[config.mk]
export PLATFORM = sky130hd
export DESIGN_NAME = instr_mem_axi_rd_slave_flat
export DESIGN_NICKNAME = d
export VERILOG_FILES = /design/src/rtl/instr_mem_axi_rd_slave_if.sv /design/src/rtl/instr_mem_axi_rd_slave.sv /design/src/flat_wrapper.sv
export SDC_FILE = /design/constraint.sdc
export NUM_CORES = 1
export LEC_CHECK = 0
export ABC_AREA = 1
export BUFFER_PORTS_ARGS = -buffer_cell sky130_fd_sc_hd__buf_4
export CELL_PAD_IN_SITES_DETAIL_PLACEMENT = 1
export CELL_PAD_IN_SITES_GLOBAL_PLACEMENT = 1
export CORE_UTILIZATION = 32
export CTS_BUF_LIST = sky130_fd_sc_hd__clkbuf_4 sky130_fd_sc_hd__clkbuf_8
export DETAILED_ROUTE_END_ITERATION = 7
export PLACE_DENSITY = 0.76
export SLEW_MARGIN = 20
export SYNTH_ARGS = -nofsm -noshare
export SYNTH_HDL_FRONTEND = slang
export SYNTH_SLANG_ARGS = --single-unit
[constraint.sdc]
create_clock -name i_clk -period 1.8 [get_ports i_clk]
set_input_delay 0.36 -clock i_clk [delete_from_list [all_inputs] [get_ports i_clk]]
set_output_delay 0.36 -clock i_clk [all_outputs]
set_load 0.01 [all_outputs]
[src/rtl/instr_mem_axi_rd_slave_if.sv]
// AXI4 bus bundle used between the instruction-cache read master and the instruction memory slave.
// Only the read channels carry traffic; the write-channel signals exist so the slave can tie them off.
interface axi_inf #(
    parameter int ADDR_SIZE  = 32,
    parameter int DATA_WIDTH = 32
);
    logic                  ar_valid;
    logic                  ar_ready;
    logic [ADDR_SIZE-1:0]  ar_addr;
    logic [7:0]            ar_len;
    logic [2:0]            ar_size;
    logic [1:0]            ar_burst;

    logic                  r_valid;
    logic                  r_ready;
    logic [DATA_WIDTH-1:0] r_data;
    logic [1:0]            r_resp;
    logic                  r_last;

    logic                  aw_valid;
    logic                  aw_ready;
    logic                  w_valid;
    logic                  w_ready;
    logic                  b_valid;
    logic                  b_ready;
    logic [1:0]            b_resp;

    modport slave (
        input  ar_valid, ar_addr, ar_len, ar_size, ar_burst, r_ready,
        input  aw_valid, w_valid, b_ready,
        output ar_ready, r_valid, r_data, r_resp, r_last,
        output aw_ready, w_ready, b_valid, b_resp
    );

    modport master (
        output ar_valid, ar_addr, ar_len, ar_size, ar_burst, r_ready,
        output aw_valid, w_valid, b_ready,
        input  ar_ready, r_valid, r_data, r_resp, r_last,
        input  aw_ready, w_ready, b_valid, b_resp
    );
endinterface

[src/rtl/instr_mem_axi_rd_slave.sv]
// Read-only AXI4 slave serving instruction-fetch bursts from a single-cycle synchronous-read memory.
// INCR and FIXED bursts are served; WRAP, odd sizes and out-of-range beats answer with error responses.
module instr_mem_axi_rd_slave #(
    parameter int                   ADDR_SIZE  = 32,
    parameter int                   DATA_WIDTH = 32,
    parameter int                   MEM_DEPTH  = 1024,
    parameter logic [ADDR_SIZE-1:0] BASE_ADDR  = '0
) (
    input  logic                         i_clk,
    input  logic                         i_areset_n,
    axi_inf.slave                        axi,
    output logic                         o_mem_en,
    output logic [$clog2(MEM_DEPTH)-1:0] o_mem_addr,
    input  logic [DATA_WIDTH-1:0]        i_mem_data,
    output logic [1:0]                   dbg_state
);
    localparam int IDX_W = $clog2(MEM_DEPTH);

    localparam logic [1:0] BURST_INCR = 2'd1;
    localparam logic [1:0] BURST_WRAP = 2'd2;
    localparam logic [1:0] BURST_RSVD = 2'd3;
    localparam logic [1:0] RESP_OKAY   = 2'd0;
    localparam logic [1:0] RESP_SLVERR = 2'd2;
    localparam logic [1:0] RESP_DECERR = 2'd3;

    typedef enum logic [1:0] {
        S_IDLE  = 2'd0,
        S_FETCH = 2'd1,
        S_BURST = 2'd2
    } state_t;

    state_t               state_q;
    logic [ADDR_SIZE-1:0] addr_q;
    logic [7:0]           len_q;
    logic [7:0]           beat_q;
    logic [1:0]           burst_q;
    logic                 err_q;
    logic                 ar_ready_q;
    logic                 r_valid_q;
    logic                 r_last_q;
    logic [1:0]           r_resp_q;

    logic [ADDR_SIZE-1:0] nxt_addr;
    logic [ADDR_SIZE-1:0] cur_off;
    logic [ADDR_SIZE-1:0] nxt_off;
    logic                 cur_ok;
    logic                 nxt_ok;
    logic                 beat_hs;

    // Valid/ready: a beat transfers on a rising edge where r_valid and r_ready are both high;
    // once r_valid rises, r_data/r_resp/r_last stay frozen until that transfer happens.
    assign beat_hs  = r_valid_q && axi.r_ready;

    // Address arithmetic wraps modulo 2^ADDR_SIZE; crossing the top of memory never wraps to word 0.
    assign nxt_addr = (burst_q == BURST_INCR) ? addr_q + ADDR_SIZE'(4) : addr_q;
    assign cur_off  = addr_q - BASE_ADDR;
    assign nxt_off  = nxt_addr - BASE_ADDR;
    assign cur_ok   = (addr_q >= BASE_ADDR) && ((cur_off >> 2) < ADDR_SIZE'(MEM_DEPTH));
    assign nxt_ok   = (nxt_addr >= BASE_ADDR) && ((nxt_off >> 2) < ADDR_SIZE'(MEM_DEPTH));

    function automatic logic [1:0] beat_resp(input logic burst_err, input logic in_range);
        if (burst_err)
            return RESP_SLVERR;
        else if (in_range)
            return RESP_OKAY;
        else
            return RESP_DECERR;
    endfunction

    // The next word is requested in the same cycle the current beat is accepted, giving 1 beat/cycle.
    always_comb begin
        o_mem_en   = 1'b0;
        o_mem_addr = cur_off[IDX_W+1:2];
        if (state_q == S_FETCH) begin
            o_mem_en = !err_q && cur_ok;
        end else if (state_q == S_BURST && beat_hs && !r_last_q) begin
            o_mem_en   = !err_q && nxt_ok;
            o_mem_addr = nxt_off[IDX_W+1:2];
        end
    end

    always_ff @(posedge i_clk or negedge i_areset_n) begin
        if (!i_areset_n) begin
            state_q    <= S_IDLE;
            addr_q     <= '0;
            len_q      <= '0;
            beat_q     <= '0;
            burst_q    <= '0;
            err_q      <= 1'b0;
            ar_ready_q <= 1'b1;
            r_valid_q  <= 1'b0;
            r_last_q   <= 1'b0;
            r_resp_q   <= RESP_OKAY;
        end else begin
            case (state_q)
                S_IDLE: begin
                    if (axi.ar_valid) begin
                        addr_q     <= axi.ar_addr;
                        len_q      <= axi.ar_len;
                        burst_q    <= axi.ar_burst;
                        beat_q     <= '0;
                        // Reserved burst encoding is refused the same way as WRAP.
                        err_q      <= (axi.ar_burst == BURST_WRAP) || (axi.ar_burst == BURST_RSVD) ||
                                      (axi.ar_size != 3'd2);
                        ar_ready_q <= 1'b0;
                        state_q    <= S_FETCH;
                    end
                end
                S_FETCH: begin
                    r_valid_q <= 1'b1;
                    r_last_q  <= (len_q == 8'd0);
                    r_resp_q  <= beat_resp(err_q, cur_ok);
                    state_q   <= S_BURST;
                end
                S_BURST: begin
                    if (beat_hs) begin
                        if (r_last_q) begin
                            r_valid_q  <= 1'b0;
                            r_last_q   <= 1'b0;
                            r_resp_q   <= RESP_OKAY;
                            ar_ready_q <= 1'b1;
                            state_q    <= S_IDLE;
                        end else begin
                            beat_q   <= beat_q + 8'd1;
                            addr_q   <= nxt_addr;
                            r_last_q <= (8'(beat_q + 8'd1) == len_q);
                            r_resp_q <= beat_resp(err_q, nxt_ok);
                        end
                    end
                end
                default: state_q <= S_IDLE;
            endcase
        end
    end

    assign axi.ar_ready = ar_ready_q;
    assign axi.r_valid  = r_valid_q;
    assign axi.r_last   = r_last_q;
    assign axi.r_resp   = r_resp_q;
    assign axi.r_data   = (r_valid_q && r_resp_q == RESP_OKAY) ? i_mem_data : '0;

    assign axi.aw_ready = 1'b0;
    assign axi.w_ready  = 1'b0;
    assign axi.b_valid  = 1'b0;
    assign axi.b_resp   = RESP_OKAY;

    assign dbg_state = state_q;

    logic unused_inputs;
    assign unused_inputs = ^{axi.aw_valid, axi.w_valid, axi.b_ready};
endmodule

[src/flat_wrapper.sv]
// flat-port wrapper written by rule: the top's interface ports become plain ports
module instr_mem_axi_rd_slave_flat 
#(
    parameter int                   ADDR_SIZE  = 32,
    parameter int                   DATA_WIDTH = 32,
    parameter int                   MEM_DEPTH  = 1024,
    parameter logic [ADDR_SIZE-1:0] BASE_ADDR  = '0
)
  (i_clk, i_areset_n, o_mem_en, o_mem_addr, i_mem_data, dbg_state, axi_ar_valid, axi_ar_addr, axi_ar_len, axi_ar_size, axi_ar_burst, axi_r_ready, axi_aw_valid, axi_w_valid, axi_b_ready, axi_ar_ready, axi_r_valid, axi_r_data, axi_r_resp, axi_r_last, axi_aw_ready, axi_w_ready, axi_b_valid, axi_b_resp);
  axi_inf #(.ADDR_SIZE(ADDR_SIZE), .DATA_WIDTH(DATA_WIDTH)) axi_i ();
  input  logic i_clk;
  input  logic i_areset_n;
  output logic o_mem_en;
  output logic [$clog2(MEM_DEPTH)-1:0] o_mem_addr;
  input  logic [DATA_WIDTH-1:0] i_mem_data;
  output logic [1:0] dbg_state;
  input wire logic [$bits(axi_i.ar_valid)-1:0] axi_ar_valid;
  input wire logic [$bits(axi_i.ar_addr)-1:0] axi_ar_addr;
  input wire logic [$bits(axi_i.ar_len)-1:0] axi_ar_len;
  input wire logic [$bits(axi_i.ar_size)-1:0] axi_ar_size;
  input wire logic [$bits(axi_i.ar_burst)-1:0] axi_ar_burst;
  input wire logic [$bits(axi_i.r_ready)-1:0] axi_r_ready;
  input wire logic [$bits(axi_i.aw_valid)-1:0] axi_aw_valid;
  input wire logic [$bits(axi_i.w_valid)-1:0] axi_w_valid;
  input wire logic [$bits(axi_i.b_ready)-1:0] axi_b_ready;
  output wire logic [$bits(axi_i.ar_ready)-1:0] axi_ar_ready;
  output wire logic [$bits(axi_i.r_valid)-1:0] axi_r_valid;
  output wire logic [$bits(axi_i.r_data)-1:0] axi_r_data;
  output wire logic [$bits(axi_i.r_resp)-1:0] axi_r_resp;
  output wire logic [$bits(axi_i.r_last)-1:0] axi_r_last;
  output wire logic [$bits(axi_i.aw_ready)-1:0] axi_aw_ready;
  output wire logic [$bits(axi_i.w_ready)-1:0] axi_w_ready;
  output wire logic [$bits(axi_i.b_valid)-1:0] axi_b_valid;
  output wire logic [$bits(axi_i.b_resp)-1:0] axi_b_resp;
  assign axi_i.ar_valid = axi_ar_valid;
  assign axi_i.ar_addr = axi_ar_addr;
  assign axi_i.ar_len = axi_ar_len;
  assign axi_i.ar_size = axi_ar_size;
  assign axi_i.ar_burst = axi_ar_burst;
  assign axi_i.r_ready = axi_r_ready;
  assign axi_i.aw_valid = axi_aw_valid;
  assign axi_i.w_valid = axi_w_valid;
  assign axi_i.b_ready = axi_b_ready;
  assign axi_ar_ready = axi_i.ar_ready;
  assign axi_r_valid = axi_i.r_valid;
  assign axi_r_data = axi_i.r_data;
  assign axi_r_resp = axi_i.r_resp;
  assign axi_r_last = axi_i.r_last;
  assign axi_aw_ready = axi_i.aw_ready;
  assign axi_w_ready = axi_i.w_ready;
  assign axi_b_valid = axi_i.b_valid;
  assign axi_b_resp = axi_i.b_resp;
  instr_mem_axi_rd_slave #(.ADDR_SIZE(ADDR_SIZE), .DATA_WIDTH(DATA_WIDTH), .MEM_DEPTH(MEM_DEPTH), .BASE_ADDR(BASE_ADDR)) u_core (.i_clk(i_clk), .i_areset_n(i_areset_n), .axi(axi_i), .o_mem_en(o_mem_en), .o_mem_addr(o_mem_addr), .i_mem_data(i_mem_data), .dbg_state(dbg_state));
endmodule
==> flow_metrics.tcl <==
set metrics [dict create \
    worstMarginPinSlew_ps 513 \
    yosysSeqAreaShare 0.343 \
    hold_violations 0 \
    drtIter0Drc 491 \
    htreeDepth 2 \
    antenna_left 0 \
    rsz0062_at_grt "true" \
    fp.coreArea_mm2 0.0122 \
    ir_worst_vdd_uv 1080 \
    ff_latch_area_mm2 0.00141 \
    drt_wl_total_um 27500 \
    cp_max_fo 5 \
    violations "setup timing" \
    place_congestion 0.889 \
    report.final.setup_viol 75 \
    clock.fmax_ghz 0.303 \
    use_met2 0.565 \
    setup.worst_path.start "u_core.addr_q[23]$_DFFE_PN0P_" \
    start_util 0.334 \
    fin_crit_sh 1.84 \
    fill_cells 1510 \
    r2r_end "u_core.axi.r_resp[1]$_DFFE_PN0P_" \
    ys_ff_latch 56 \
    cp-start-kind "flip-flop" \
    grt_overflow_total 0 \
    worstPathRequired_ps 1440 \
    syn_to_final_growth_pct 95.1 \
    r2r_slack_ps -990 \
    ys_warn_count 0 \
    io_pins 139 \
    leakagePower_nw 3.73 \
    remaining_drc_errors 0 \
    critPathCaptureType "output port" \
    critical_path.endpoint "o_mem_en" \
    ff2ff_path_depth 15 \
    cts_buffers 5 \
    synth.cell_area_mm2 0.00408 \
    first_pass_iters 5 \
    nNetsFinal 997 \
    design_area_mm2 0.00797 \
    avgSynthCellArea_um2 6.65 \
    cts_tree "yes" \
    synthArstFlopShare 1.00 \
    clkPwrFrac 0.065 \
    timing.final.ws_setup_ps -1510 \
    cts_buffer_depth 2 \
    dieHeight_um 115 \
    sequentialPowerShare 0.192 \
    vias_per_cell 5.75 \
    cp_data_arrival_time_ps 2950 \
    grt_pass1_vias 6041 \
    dp_hpwl_um 13400 \
    grt_use_total 0.303 \
    wl_per_cell_um 25.5 \
    cap_violations 0 \
    row_count 40 \
    synthCells 614 \
    hold-worst-slack_ps 190 \
    finClkSkew_ps 15.3 \
    use_met1 0.340 \
    clk_pin_slew_ps 120 \
    clkLatencyLatePin_ps 380 \
    portBuffers 128 \
    layout_commonest_cell "buf_4" \
    clock-sinks 56 \
    die_w_um 115 \
    grt_start_max_net_pins 33 \
    r2r_start "u_core.addr_q[23]$_DFFE_PN0P_" \
    ys_types 35 \
    mostFrequentLayoutCells "230 x buf_4, 95 x nand2_1, 90 x inv_1" \
    p_per_area_mw_per_mm2 1650 \
    vias 6190 \
    intPower_w 0.00663 \
    globalRoute.busiestLayer "met2" \
    insertedDiodeCount 0 \
    placed_cell_area_mm2 0.00625 \
    synth_edf_count 0 \
    grt_util_met3 0.0443 \
    combinationalPowerShare 0.743 \
    switching_share 0.496 \
    multiInputGateArea_mm2 0.00311 \
    slew_headroom 0.658 \
    grt_pass1_wl_um 30700 \
    outcome "finished with violations" \
    die_area_mm2 0.0132 \
    cts_root_buffer "clkbuf_8" \
    switching_power_w 0.00653 \
    drv_slew 0 \
    critPathKind "reg -> out" \
    ys.flop_type "dfrtp_1" \
    hp-class "in -> reg" \
    antenna_found_initial 0 \
    drive_gt1_frac 0.548 \
    min_period_ps 3310 \
]
[cell families after synthesis]
family	share of synthesized area
xor gates and xnor gates	0.0407
AOI/OAI and AO/OA	0.155
other	0.000918
and+or+nand+nor	0.300
DFF	0.343
muxes	0.0221
buffers and inverters	0.122
adders and majority gates	0.0153
[power by group through the flow]
stage	Combinational (W)	Sequential [W]	Clock [W]
after floorplan	0.00298	0.00230	0
after global placement	0.00587	0.00232	0
after detailed placement	0.00610	0.00236	0
after CTS	0.00752	0.00236	0.000822
after global routing	0.0101	0.00255	0.000890
final	0.00978	0.00253	0.000853
[how the worst min path moves through the flow]
stage                    from  cells after the start                       endpoint
2_1_floorplan      i_areset_n                      0  u_core.addr_q[10]$_DFFE_PN0P_
3_3_place_gp       i_areset_n                      1  u_core.addr_q[21]$_DFFE_PN0P_
3_5_place_dp       i_areset_n                      1  u_core.addr_q[22]$_DFFE_PN0P_
4_1_cts        axi_ar_size[1]                      2       u_core.err_q$_DFFE_PN0P_
5_1_grt        axi_ar_size[1]                      2       u_core.err_q$_DFFE_PN0P_
6_report       axi_ar_size[1]                      2       u_core.err_q$_DFFE_PN0P_
[synthesized netlist by cell type, types with 2 or more instances]
master	n	area share
nand2_1	119	0.11
inv_1	100	0.092
nor2_1	100	0.092
dfrtp_1	55	0.34
o21ai_0	54	0.066
nand3_1	31	0.038
o22ai_1	28	0.043
xor2_1	18	0.039
nand4_1	16	0.025
a21oi_1	13	0.016
clkbuf_1	13	0.012
mux2_2	8	0.022
buf_2	6	0.0074
o211ai_1	6	0.011
buf_4	5	0.0092
ha_1	5	0.015
nor2_2	5	0.0077
nor2_4	4	0.011
nor3_1	4	0.0049
nand2_2	3	0.0046
o21ai_1	3	0.0037
o31ai_1	3	0.0055
nor4_1	2	0.0031
or2_2	2	0.0031
[area by class of cell]
| cell class | count | area share |
|---|---|---|
| timing repair buffer | 307 | 0.346 |
| tap | 168 | 0.0264 |
| sequential | 56 | 0.177 |
| multi-input combinational | 437 | 0.390 |
| inverter | 101 | 0.0485 |
| clock buffer | 5 | 0.00864 |
| clock inverter | 3 | 0.00314 |
[critical path, stage by stage, from the launching register on]
cell and delay [ps]:
dfrtp_1 500, nand2_1 120, inv_1 150, nand2_1 110, nor2_1 420, nand4_1 320
nand2_1 180, nand2_1 70, inv_1 70, nand2_2 70, nor2_4 120, nand3_2 110
o21ai_2 190, buf_6 140
[registers in the layout, indices dropped and copies added, names as in the netlist]
| register | count |
|---|---|
| u_core.burst_q | 2 |
| u_core.axi.r_resp | 2 |
| u_core.axi.r_last | 1 |
| u_core.axi.r_valid | 1 |
| u_core.addr_q | 30 |
| u_core.axi.ar_ready | 1 |
| u_core.err_q | 1 |
| u_core.beat_q | 8 |
| u_core.len_q | 8 |
| u_core.dbg_state | 2 |
[per-layer routing]
metal  vias to the layer above  part of all wire  wire [um]
met2                       372              0.50      13600
met1                      3091              0.37      10000
li1                       2554                 -          -
met5                         -                 0          0
met3                       173             0.065       1780
met4                         0             0.074       2020
[metrics by stage]
stage | utilization | total power, W | worst slack [ps] | std cells | setup TNS (ps)
2_1_floorplan | - | 0.00528 | -179 | 618 | -668
5_1_grt | 0.652 | 0.0136 | -1510 | 1077 | -31420
3_3_place_gp | 0.512 | 0.00819 | -590 | 1010 | -7430
4_1_cts | 0.576 | 0.0107 | -984 | 1049 | -14210
3_5_place_dp | 0.512 | 0.00846 | -644 | 1010 | -9760
6_report | 0.652 | 0.0132 | -1510 | 1077 | -26820
[repair_timing]
action                                 in CTS  in global routing
buffers inserted                           27                 26
gates resized for setup                   113                175
setup endpoints to repair                  54                 85
endpoints found under the hold margin      27                  0
pin swaps                                  32                 45
hold buffers                                1                  0
gates cloned                                4                  4
No activity file was read; power rests on OpenSTA's default activity.
